$ cat config.mk
export PLATFORM = sky130hd
export DESIGN_NAME = dco_5bit
export DESIGN_NICKNAME = d
export VERILOG_FILES = /design/src/rtl/dco_5bit.sv
export SDC_FILE = /design/constraint.sdc
export NUM_CORES = 1
export LEC_CHECK = 0
export CAP_MARGIN = 0
export CORE_MARGIN = 3
export CORE_UTILIZATION = 50
export DETAILED_ROUTE_END_ITERATION = 12
export GPL_TIMING_DRIVEN = 0
export PLACE_DENSITY_LB_ADDON = 0.05
export SLEW_MARGIN = 20
export SYNTH_ARGS = -nofsm -noshare
export SYNTH_HDL_FRONTEND = slang
export SYNTH_SLANG_ARGS = --single-unit
$ cat constraint.sdc
create_clock -name clk -period 3.4 [get_ports clk]
set_input_delay 0.51 -clock clk [delete_from_list [all_inputs] [get_ports clk]]
set_output_delay 0.51 -clock clk [all_outputs]
set_load 0.02 [all_outputs]
$ cat src/rtl/dco_5bit.sv
// Digitally controlled oscillator: a clamped half-period word steered by a sign-magnitude filter,
// plus a period counter that divides clk by 2*fcw. Optional lock detector under DCO_LOCK_DET_EN.
module dco_5bit #(
    parameter int FCW_W    = 8,
    parameter int FCW_INIT = 64,
    parameter int FCW_MIN  = 4,
    parameter int FCW_MAX  = 250
) (
    input  logic             clk,
    input  logic             reset,
    input  logic [4:0]       filter_out,
    input  logic             filter_sign,
    input  logic             update_en,
    output logic [FCW_W-1:0] fcw,
    output logic             dco_out,
    output logic             dco_tick,
    output logic             sat,
    output logic             lock
);

    localparam int T_W = FCW_W + 2;

    localparam logic [FCW_W-1:0]      INIT_V = FCW_W'(FCW_INIT);
    localparam logic [FCW_W-1:0]      MIN_V  = FCW_W'(FCW_MIN);
    localparam logic [FCW_W-1:0]      MAX_V  = FCW_W'(FCW_MAX);
    localparam logic signed [T_W-1:0] T_MIN  = T_W'(FCW_MIN);
    localparam logic signed [T_W-1:0] T_MAX  = T_W'(FCW_MAX);

    typedef struct packed {
        logic             clamped;
        logic [FCW_W-1:0] val;
    } clamp_t;

    function automatic clamp_t clamp_fcw(input logic signed [T_W-1:0] t);
        clamp_t r;
        if (t < T_MIN) begin
            r.clamped = 1'b1;
            r.val     = MIN_V;
        end else if (t > T_MAX) begin
            r.clamped = 1'b1;
            r.val     = MAX_V;
        end else begin
            r.clamped = 1'b0;
            r.val     = t[FCW_W-1:0];
        end
        return r;
    endfunction

    logic [FCW_W-1:0] fcw_q, fcw_d;
    logic             sat_q, sat_d;
    logic [FCW_W-1:0] hp_q, hp_d;
    logic [FCW_W-1:0] cnt_q, cnt_d;
    logic             dco_q, dco_d;
    logic             tick_q, tick_d;

    logic signed [T_W-1:0] fcw_ext;
    logic signed [T_W-1:0] mag_ext;
    logic signed [T_W-1:0] t_sum;
    clamp_t                upd;
    logic                  hp_end;

    // Two guard bits keep both fcw+31 and fcw-31 representable before clamping.
    assign fcw_ext = signed'({2'b00, fcw_q});
    assign mag_ext = signed'({{(T_W-5){1'b0}}, filter_out});

    always_comb begin
        t_sum = fcw_ext + mag_ext;
        if (filter_sign) begin
            t_sum = fcw_ext - mag_ext;
        end
    end

    assign upd = clamp_fcw(t_sum);

    always_comb begin
        fcw_d = fcw_q;
        sat_d = sat_q;
        if (update_en) begin
            fcw_d = upd.val;
            sat_d = upd.clamped;
        end
    end

    // hp only reloads at a toggle, so a new fcw never truncates a half-period in flight.
    assign hp_end = (cnt_q == hp_q - FCW_W'(1));

    always_comb begin
        cnt_d  = cnt_q + FCW_W'(1);
        hp_d   = hp_q;
        dco_d  = dco_q;
        tick_d = 1'b0;
        if (hp_end) begin
            cnt_d  = '0;
            hp_d   = fcw_q;
            dco_d  = ~dco_q;
            tick_d = ~dco_q;
        end
    end

    always_ff @(posedge clk or negedge reset) begin
        if (!reset) begin
            fcw_q  <= INIT_V;
            sat_q  <= 1'b0;
            hp_q   <= INIT_V;
            cnt_q  <= '0;
            dco_q  <= 1'b0;
            tick_q <= 1'b0;
        end else begin
            fcw_q  <= fcw_d;
            sat_q  <= sat_d;
            hp_q   <= hp_d;
            cnt_q  <= cnt_d;
            dco_q  <= dco_d;
            tick_q <= tick_d;
        end
    end

`ifdef DCO_LOCK_DET_EN
    logic [3:0] run_q, run_d;

    // Quiet, unclamped updates build the run; large corrections or clamps reset it.
    always_comb begin
        run_d = run_q;
        if (update_en) begin
            if (filter_out >= 5'd4 || upd.clamped) begin
                run_d = '0;
            end else if (filter_out <= 5'd1 && run_q != 4'd15) begin
                run_d = run_q + 4'd1;
            end
        end
    end

    always_ff @(posedge clk or negedge reset) begin
        if (!reset) begin
            run_q <= '0;
        end else begin
            run_q <= run_d;
        end
    end

    assign lock = (run_q == 4'd15);
`else
    assign lock = 1'b0;
`endif

    assign fcw      = fcw_q;
    assign sat      = sat_q;
    assign dco_out  = dco_q;
    assign dco_tick = tick_q;

endmodule

==> results of run 1 <==
critical path, cell delays in order:
cell,delay (ns)
clkdlybuf4s50_1,0.54
inv_1,0.10
ha_1,0.34
nor3b_4,0.22
nor3_1,0.11
o311a_4,0.33
or4_4,0.53
and2_4,0.19
a31o_4,0.25
o32a_1,0.32
metrics by stage:
stage | util (%) | std cells | TNS, ns
after floorplan | - | 223 | 0
after global placement | 60.3 | 290 | -1.31
after detailed placement | 60.2 | 290 | -1.09
after CTS | 61.4 | 294 | 0
after global routing | 62.2 | 296 | 0
final | 62.2 | 296 | 0
area by class of cell:
cell class / instances / area (µm²)
buffer: 9 / 47.5
inverter: 14 / 52.6
sequential: 27 / 678
multi-input combinational: 173 / 1280
clock buffer: 4 / 45.0
fill: 357 / 1440
timing repair buffer: 21 / 200
tap: 48 / 60.1
metal layers:
| layer | part of all wire, % | vias up | global-route usage [%] |
|---|---|---|---|
| met3 | 4.9 | 2 | 3.74 |
| li1 | - | 849 | - |
| met1 | 55 | 759 | 31.0 |
| met4 | 0.31 | 0 | 1.91 |
| met5 | 0 | - | 0 |
| met2 | 39 | 38 | 23.6 |
how the worst max path moves through the flow:
| stage | start | endpoint | slack (ns) | cells after the start |
|---|---|---|---|---|
| detailed placement | filter_out[0] | fcw[0] | -0.29 | 11 |
| finish | filter_out[1] | sat | 0.13 | 10 |
| floorplan | filter_out[2] | sat | 0.50 | 10 |
| CTS | filter_out[0] | fcw[0] | 0.08 | 11 |
| global route | filter_out[2] | sat | 0.03 | 11 |
| global placement | filter_out[0] | fcw[0] | -0.34 | 11 |
power by group through the flow:
stage / Combinational [mW] / Sequential, mW / Clock (mW)
6_report: 0.883 / 0.449 / 0.175
3_5_place_dp: 0.848 / 0.457 / 0
3_3_place_gp: 0.845 / 0.456 / 0
5_1_grt: 0.993 / 0.461 / 0.199
4_1_cts: 0.856 / 0.451 / 0.183
2_1_floorplan: 0.551 / 0.499 / 0
kinds of logic after synthesis:
| logic type | count (synthesis) | share of synthesized area [%] |
|---|---|---|
| buffers and inverters | 23 | 4.90 |
| and+or+nand+nor | 87 | 24.3 |
| adders and majority gates | 15 | 9.93 |
| muxes | 6 | 3.25 |
| xor gates and xnor gates | 17 | 7.30 |
| DFF | 27 | 33.2 |
| other | 1 | 0.184 |
| AOI/OAI and AO/OA | 47 | 16.9 |
sequential cells by signal, summed over array words and instances, names as in the netlist:
signal    count
fcw           8
dco_tick      1
cnt_q         8
sat           1
dco_out       1
hp_q          8
placed cells by master (no fill, tap or decap), types with 9 or more instances in the layout:
cell and n:
dfrtp_1 25, clkdlybuf4s50_1 18, nand2_1 17, inv_1 14, xnor2_1 14, ha_1 13
nor2_1 12, o21ai_0 11, and2_1 11, a21oi_1 9
repair_timing:
action,in CTS,in global routing
pin swaps,0,1
setup endpoints to repair,1,4
setup buffers,0,2
resized for setup,1,3
gates cloned,0,0
==> results.cfg, run 1 <==
[sta]
grt_setup_unrepaired = false
tightestPinTransition_ns = 0.584
relSlewSlack_pct = 61.1
timing.final.hold_violations = 0
fmax_mhz = 306
slew_viol_final = 0
whs_ns = 0.231
setup-violations-final = 0
fin_crit_ns = 3.27
finClkSkew_ns = 0.00621
layout_setup_ws_ns = 0.131
period_share_pct = 96.2

[floorplan]
initial_core_util_pct = 53.7
rows = 22
num_io_pins = 21
die_w_um = 69.9
die_height_um = 69.9
die-area_um2 = 4880
core-area_um2 = 3800

[yosys]
async_reset_ff_share_pct = 100
synth_cells = 223
syn_nets = 247
synth.most_common_cell = dfrtp_1
synth_top_area_share_pct = 30.7
syn_area_per_cell_um2 = 9.15
ys_seq_area_share_pct = 33.2
ys_warn_count = 0
synth.area.top_cells = dfrtp_1 (31%), ha_1 (8.0%), xnor2_1 (6.0%)
netlist_area_um2 = 2040
synth-main-ff-cell = dfrtp_1
synth_seq_cells = 27
synth_edf_count = 0
synth_common_cells = dfrtp_1 (25), nand2_1 (17), inv_1 (14), xnor2_1 (14), ha_1 (13)
yosysTopAreaCell = dfrtp_1
synth.distinct_cells = 60

[worst_setup_path]
cp-end-kind = register
startpoint_type = input pin
r2r-end = sat
worst-path-max-fanout = 4
crit_type = input pin to register
rr_worst_depth = 9
worstPathArrival_ns = 3.43
ff2ff_setup_slack_ns = 0.45
required_ns = 3.56
r2r_start = fcw[2]

[placement]
numPortBuffers = 19
place_ws_ns = -0.292
dp_hpwl_mm = 3.31
gp_congestion = 0.830
dpl_cell_area_um2 = 2290

[detailed_routing]
num_vias = 1648
ant_nets = 0
finalWirelength_mm = 4.15
viasPerCell = 5.57
drt-pass1-iter-count = 4
first_iter_violations = 124
drc = 0
wl_per_cell_um = 14.0

[pwr]
sw_frac_of_total_pct = 42.9
power_switching_mw = 0.647
p_comb_share_pct = 58.6
total_power_mw = 1.51
seq_power_share_pct = 29.8
internal-power_mw = 0.861
powerDensity_nw_per_um2 = 638
vdd_drop_max_v = 0.000408
clkPwrFrac_pct = 11.6
leakage_nw = 1.01

[global_route]
first_global_vias = 1463
grt_max_degree = 28
grt_overflow = 0
antenna_found_initial = 0
track_usage_pct = 18.2
grt_pass1_wl_mm = 7.33

[cts]
clkLatencyLatePin_ns = 0.27
cts_tree = done
numCtsBuffers = 3
cts.sinks = 27
h-tree-depth = 1
ctsHoldBuffers = 0
cts.clk_slew.worst_paths_ns = 0.09
cts_buffer_depth = 2
cts-root-buf = clkbuf_8

[job]
cap_viol_max_count = 0

[layout]
antenna_cells = 0
nets = 273
syn_to_final_growth_pct = 15.8
final_area_um2 = 2360
drive_above_1_share_pct = 12.1

[min_path]
hold_class = input pin to async pin

[status]
status = finished, final reports clean
(Power assumes the default switching activity.)
==> run 2: changes to the inputs <==
--- a/config.mk
+++ b/config.mk
@@ -7,7 +7,7 @@
 export LEC_CHECK = 0
 export CAP_MARGIN = 0
 export CORE_MARGIN = 3
-export CORE_UTILIZATION = 50
+export CORE_UTILIZATION = 57
 export DETAILED_ROUTE_END_ITERATION = 12
 export GPL_TIMING_DRIVEN = 0
 export PLACE_DENSITY_LB_ADDON = 0.05
==> results.cfg, run 2 (same netlist as run 1, synthesis figures left out) <==
[status]
status = finished, final reports clean

[sta]
grt_setup_unrepaired = false
fin_crit_ns = 3.25
setup-violations-final = 0
period_share_pct = 95.6
fmax_mhz = 308
relSlewSlack_pct = 60.8
finClkSkew_ns = 0.00491
tns_ns = 0
tightestPinTransition_ns = 0.588
layout_setup_ws_ns = 0.151
timing.final.hold_violations = 0
slew_viol_final = 0

[pwr]
seq_power_share_pct = 30.5
power_switching_mw = 0.654
sw_frac_of_total_pct = 44.4
internal-power_mw = 0.820
vdd_drop_max_v = 0.000409
p_comb_share_pct = 60.3
powerDensity_nw_per_um2 = 633
leakage_nw = 0.997
clkPwrFrac_pct = 9.3

[global_route]
track_usage_pct = 23.0
antenna_found_initial = 0
grt_overflow = 0
grt_pass1_wl_mm = 7.76
first_global_vias = 1621
grt_max_degree = 28

[cts]
cts_tree = done
cts_resized = 2
cts.clk_slew.worst_paths_ns = 0.14
cts_setup_buffers = 0
h-tree-depth = 1
cts-root-buf = clkbuf_4
ctsHoldBuffers = 0
cts.sinks = 27
clkLatencyLatePin_ns = 0.32
numCtsBuffers = 3
cts_buffer_depth = 2

[worst_setup_path]
crit_type = input pin to register
path_cells = clkdlybuf4s50_1 -> inv_1 -> ha_1 -> nor3b_4 -> nor3_1 -> o311a_4 -> or4_4 -> and2_4 -> a31o_4 -> o32a_1
r2r_start = fcw[0]
slowest_stage = clkdlybuf4s50_1
r2r-end = fcw[0]
worst-path-max-fanout = 4
cp-end-kind = register
cp_num_buf_inv = 2
worstPathArrival_ns = 3.48
cp_top_family = simple AND/OR/NAND/NOR gates
ff2ff_setup_slack_ns = 0.41
rr_worst_depth = 11
required_ns = 3.63
crit_cells = 10
worstSetupStartpoint = filter_out[1]
max_stage_delay_ns = 0.54
startpoint_type = input pin
endpoint = sat

[placement]
dp_hpwl_mm = 3.57
gp_congestion = 0.838
place_ws_ns = -0.528
numPortBuffers = 19

[floorplan]
core-area_um2 = 3390
die-area_um2 = 4330
num_io_pins = 21
die_w_um = 65.8
initial_core_util_pct = 60.2
rows = 21
die_height_um = 65.8

[layout]
antenna_cells = 0
nets = 271
drive_above_1_share_pct = 11.8
final_util_pct = 68.7
layout_commonest_cell = dfrtp_1
mostFrequentLayoutCells = dfrtp_1 (25), clkdlybuf4s50_1 (18), nand2_1 (17), inv_1 (14), xnor2_1 (14)
syn_to_final_growth_pct = 14.1

[detailed_routing]
first_iter_violations = 80
drc = 0
drt-pass1-iter-count = 5
num_vias = 1708
ant_nets = 0
viasPerCell = 5.85
wl_per_cell_um = 15.4
finalWirelength_mm = 4.49

[min_path]
hold_class = input pin to async pin

[job]
cap_viol_max_count = 0
run 2: cell types whose count changed in the layout (fill, tap and decap cells not counted), sizes merged:
cell	before	now
buf	6	4
clkbuf	10	9
clkinv	0	1
run 2: worst min path at each step:
stage / slack, ns / depth (start not counted) / from / endpoint
floorplan: 0.21 / 0 / reset / cnt_q[0]
detailed placement: 0.48 / 1 / dco_out / dco_tick
global route: 0.17 / 1 / reset / fcw[3]
CTS: 0.17 / 1 / reset / fcw[3]
finish: 0.16 / 1 / reset / sat
global placement: 0.47 / 1 / dco_out / dco_tick
run 2: layout make-up:
| cell class | instances | area (µm²) |
|---|---|---|
| buffer | 9 | 47.5 |
| tap | 46 | 57.6 |
| timing repair buffer | 19 | 185 |
| fill | 276 | 1060 |
| clock buffer | 3 | 22.5 |
| inverter | 14 | 52.6 |
| sequential | 27 | 678 |
| clock inverter | 1 | 5.00 |
| multi-input combinational | 173 | 1280 |
run 2: worst register-to-register path, cell delays in order, from the launching register on:
cell and delay, ns:
dfrtp_1 0.42, inv_1 0.13, ha_1 0.16, inv_1 0.04
fa_1 0.40, a211oi_2 0.37, nor4_1 0.12, a2111oi_2 0.49
nor4bb_1 0.28, and2_1 0.19, a31o_4 0.18, o32ai_1 0.09
run 2: power by group through the flow:
stage                     clock network, mW  registers, mW  logic, mW
final                                 0.137          0.449      0.889
after global routing                  0.159          0.462      0.981
after CTS                             0.142          0.451      0.871
after detailed placement                  0          0.457      0.856
after global placement                    0          0.453      0.831
after floorplan                           0          0.499      0.551
run 2: through the flow:
stage / total power, mW / hold WS (ns) / instances / area, µm²
floorplan: 1.05 / 0.214 / 223 / 2040
global placement: 1.28 / 0.467 / 288 / 2290
detailed placement: 1.31 / 0.478 / 288 / 2280
CTS: 1.46 / 0.169 / 292 / 2320
global route: 1.60 / 0.174 / 292 / 2330
finish: 1.47 / 0.162 / 292 / 2330
run 2: per-layer routing:
layer,wire length [µm],GRT usage (%),share of wire (%),up-vias
met5,0,0,0,-
met4,14,3.63,0.31,0
met3,211,4.59,4.7,2
met2,2050,34.4,46,41
met1,2210,34.7,49,821
li1,-,-,-,844
==> run 3: changes to the inputs <==
--- a/config.mk
+++ b/config.mk
@@ -6,10 +6,11 @@
 export NUM_CORES = 1
 export LEC_CHECK = 0
 export CAP_MARGIN = 0
-export CORE_MARGIN = 3
+export CORE_MARGIN = 1
 export CORE_UTILIZATION = 57
 export DETAILED_ROUTE_END_ITERATION = 12
 export GPL_TIMING_DRIVEN = 0
+export MAX_ROUTING_LAYER = met4
 export PLACE_DENSITY_LB_ADDON = 0.05
 export SLEW_MARGIN = 20
 export SYNTH_ARGS = -nofsm -noshare
==> results.cfg, run 3 (same netlist as run 1, synthesis figures left out) <==
[global_route]
antenna_found_initial = 0
grt_pass1_wl_mm = 6.96
grt_max_degree = 28
grt_overflow = 0
track_usage_pct = 25.4
first_global_vias = 1541

[cts]
cts.clk_slew.worst_paths_ns = 0.14
cts-root-buf = clkbuf_4
cts.sinks = 27
cts_tree = done
numCtsBuffers = 3
cts_setup_buffers = 0
ctsHoldBuffers = 0
h-tree-depth = 1
cts_buffer_depth = 2
clkLatencyLatePin_ns = 0.32

[pwr]
powerDensity_nw_per_um2 = 634
vdd_drop_max_v = 0.000397
power_switching_mw = 0.649
seq_power_share_pct = 30.6
sw_frac_of_total_pct = 44.2
internal-power_mw = 0.821
leakage_nw = 0.994
total_power_mw = 1.47
clkPwrFrac_pct = 9.3
p_comb_share_pct = 60.1

[detailed_routing]
wl_per_cell_um = 15.1
finalWirelength_mm = 4.40
num_vias = 1731
ant_nets = 0
viasPerCell = 5.93
drc = 0
first_iter_violations = 100
drt-pass1-iter-count = 4

[layout]
antenna_cells = 0
layout_commonest_cell = dfrtp_1
final_util_pct = 68.5
syn_to_final_growth_pct = 13.7
final_area_um2 = 2320
fillers = 278
drive_above_1_share_pct = 11.0
instances_no_fill = 292
nets = 271
mostFrequentLayoutCells = dfrtp_1 (25), clkdlybuf4s50_1 (18), nand2_1 (17), inv_1 (14), xnor2_1 (14)

[sta]
fin_crit_ns = 3.27
tightestPinTransition_ns = 0.595
fmax_mhz = 306
layout_setup_ws_ns = 0.135
whs_ns = 0.162
timing.final.hold_violations = 0
relSlewSlack_pct = 60.4
setup-violations-final = 0
period_share_pct = 96.0
finClkSkew_ns = 0.0113
slew_viol_final = 0
grt_setup_unrepaired = false
tns_ns = 0

[worst_setup_path]
crit_type = input pin to register
worst-path-max-fanout = 4
cp-end-kind = register
worstPathArrival_ns = 3.47
required_ns = 3.60
startpoint_type = input pin

[placement]
place_ws_ns = -0.559
numPortBuffers = 19
gp_congestion = 0.927
dpl_cell_area_um2 = 2280
dp_hpwl_mm = 3.40
dp_cells = 288

[floorplan]
core-area_um2 = 3390
rows = 21
die_height_um = 61.8
num_io_pins = 21
initial_core_util_pct = 60.2
die-area_um2 = 3820
die_w_um = 61.8

[status]
status = finished, final reports clean

[min_path]
hold_class = input pin to async pin

[job]
cap_viol_max_count = 0
==> run 3: worst paths after layout <==
kind	start	to	cells after the start	slack [ns]
max	filter_out[1]	fcw[0]	10	0.13
min	reset	sat	1	0.16
max reg2reg	fcw[2]	fcw[0]	9	0.39
min reg2reg	dco_out	dco_tick	1	0.49
max in group asynchronous	reset	cnt_q[6]	1	2.84
min in group clk	dco_out	dco_tick	1	0.49
==> run 3: timing repair <==
action                                  4_1_cts  5_1_grt
endpoints found under the hold margin         0        0
pin swaps                                     0        0
endpoints found under the setup margin        4        4
resized for setup                             2        1
==> run 3: routing by layer <==
metal  global-route usage, %  wire length, µm  part of all wire, %
met3                    5.18              210                  4.8
met5                       -                0                    0
met2                    39.2             1970                   45
met4                    5.40               32                 0.73
met1                    34.5             2190                   50
==> run 3: power groups by stage <==
stage | Combinational [mW] | Clock [mW] | Sequential [mW]
after floorplan | 0.551 | 0 | 0.499
after global placement | 0.830 | 0 | 0.453
after detailed placement | 0.853 | 0 | 0.456
after CTS | 0.871 | 0.142 | 0.451
after global routing | 0.969 | 0.154 | 0.461
final | 0.883 | 0.137 | 0.450
==> run 3: worst max-delay path: stages <==
cell and delay [ns]:
clkdlybuf4s50_1 0.54, inv_1 0.10, ha_1 0.35, nor3b_4 0.23, nor3_1 0.11, o311a_4 0.33, or4_4 0.52, and2_4 0.18
nor4_1 0.43, o32ai_1 0.16
==> run 3: cell type report <==
class	instances	area, µm²	share of cell area (%)
buffer	9	47.5	2.05
clock buffer	4	26.3	1.13
inverter	14	52.6	2.26
multi-input combinational	173	1270	54.9
sequential	27	678	29.2
tap	46	57.6	2.48
timing repair buffer	19	185	7.98
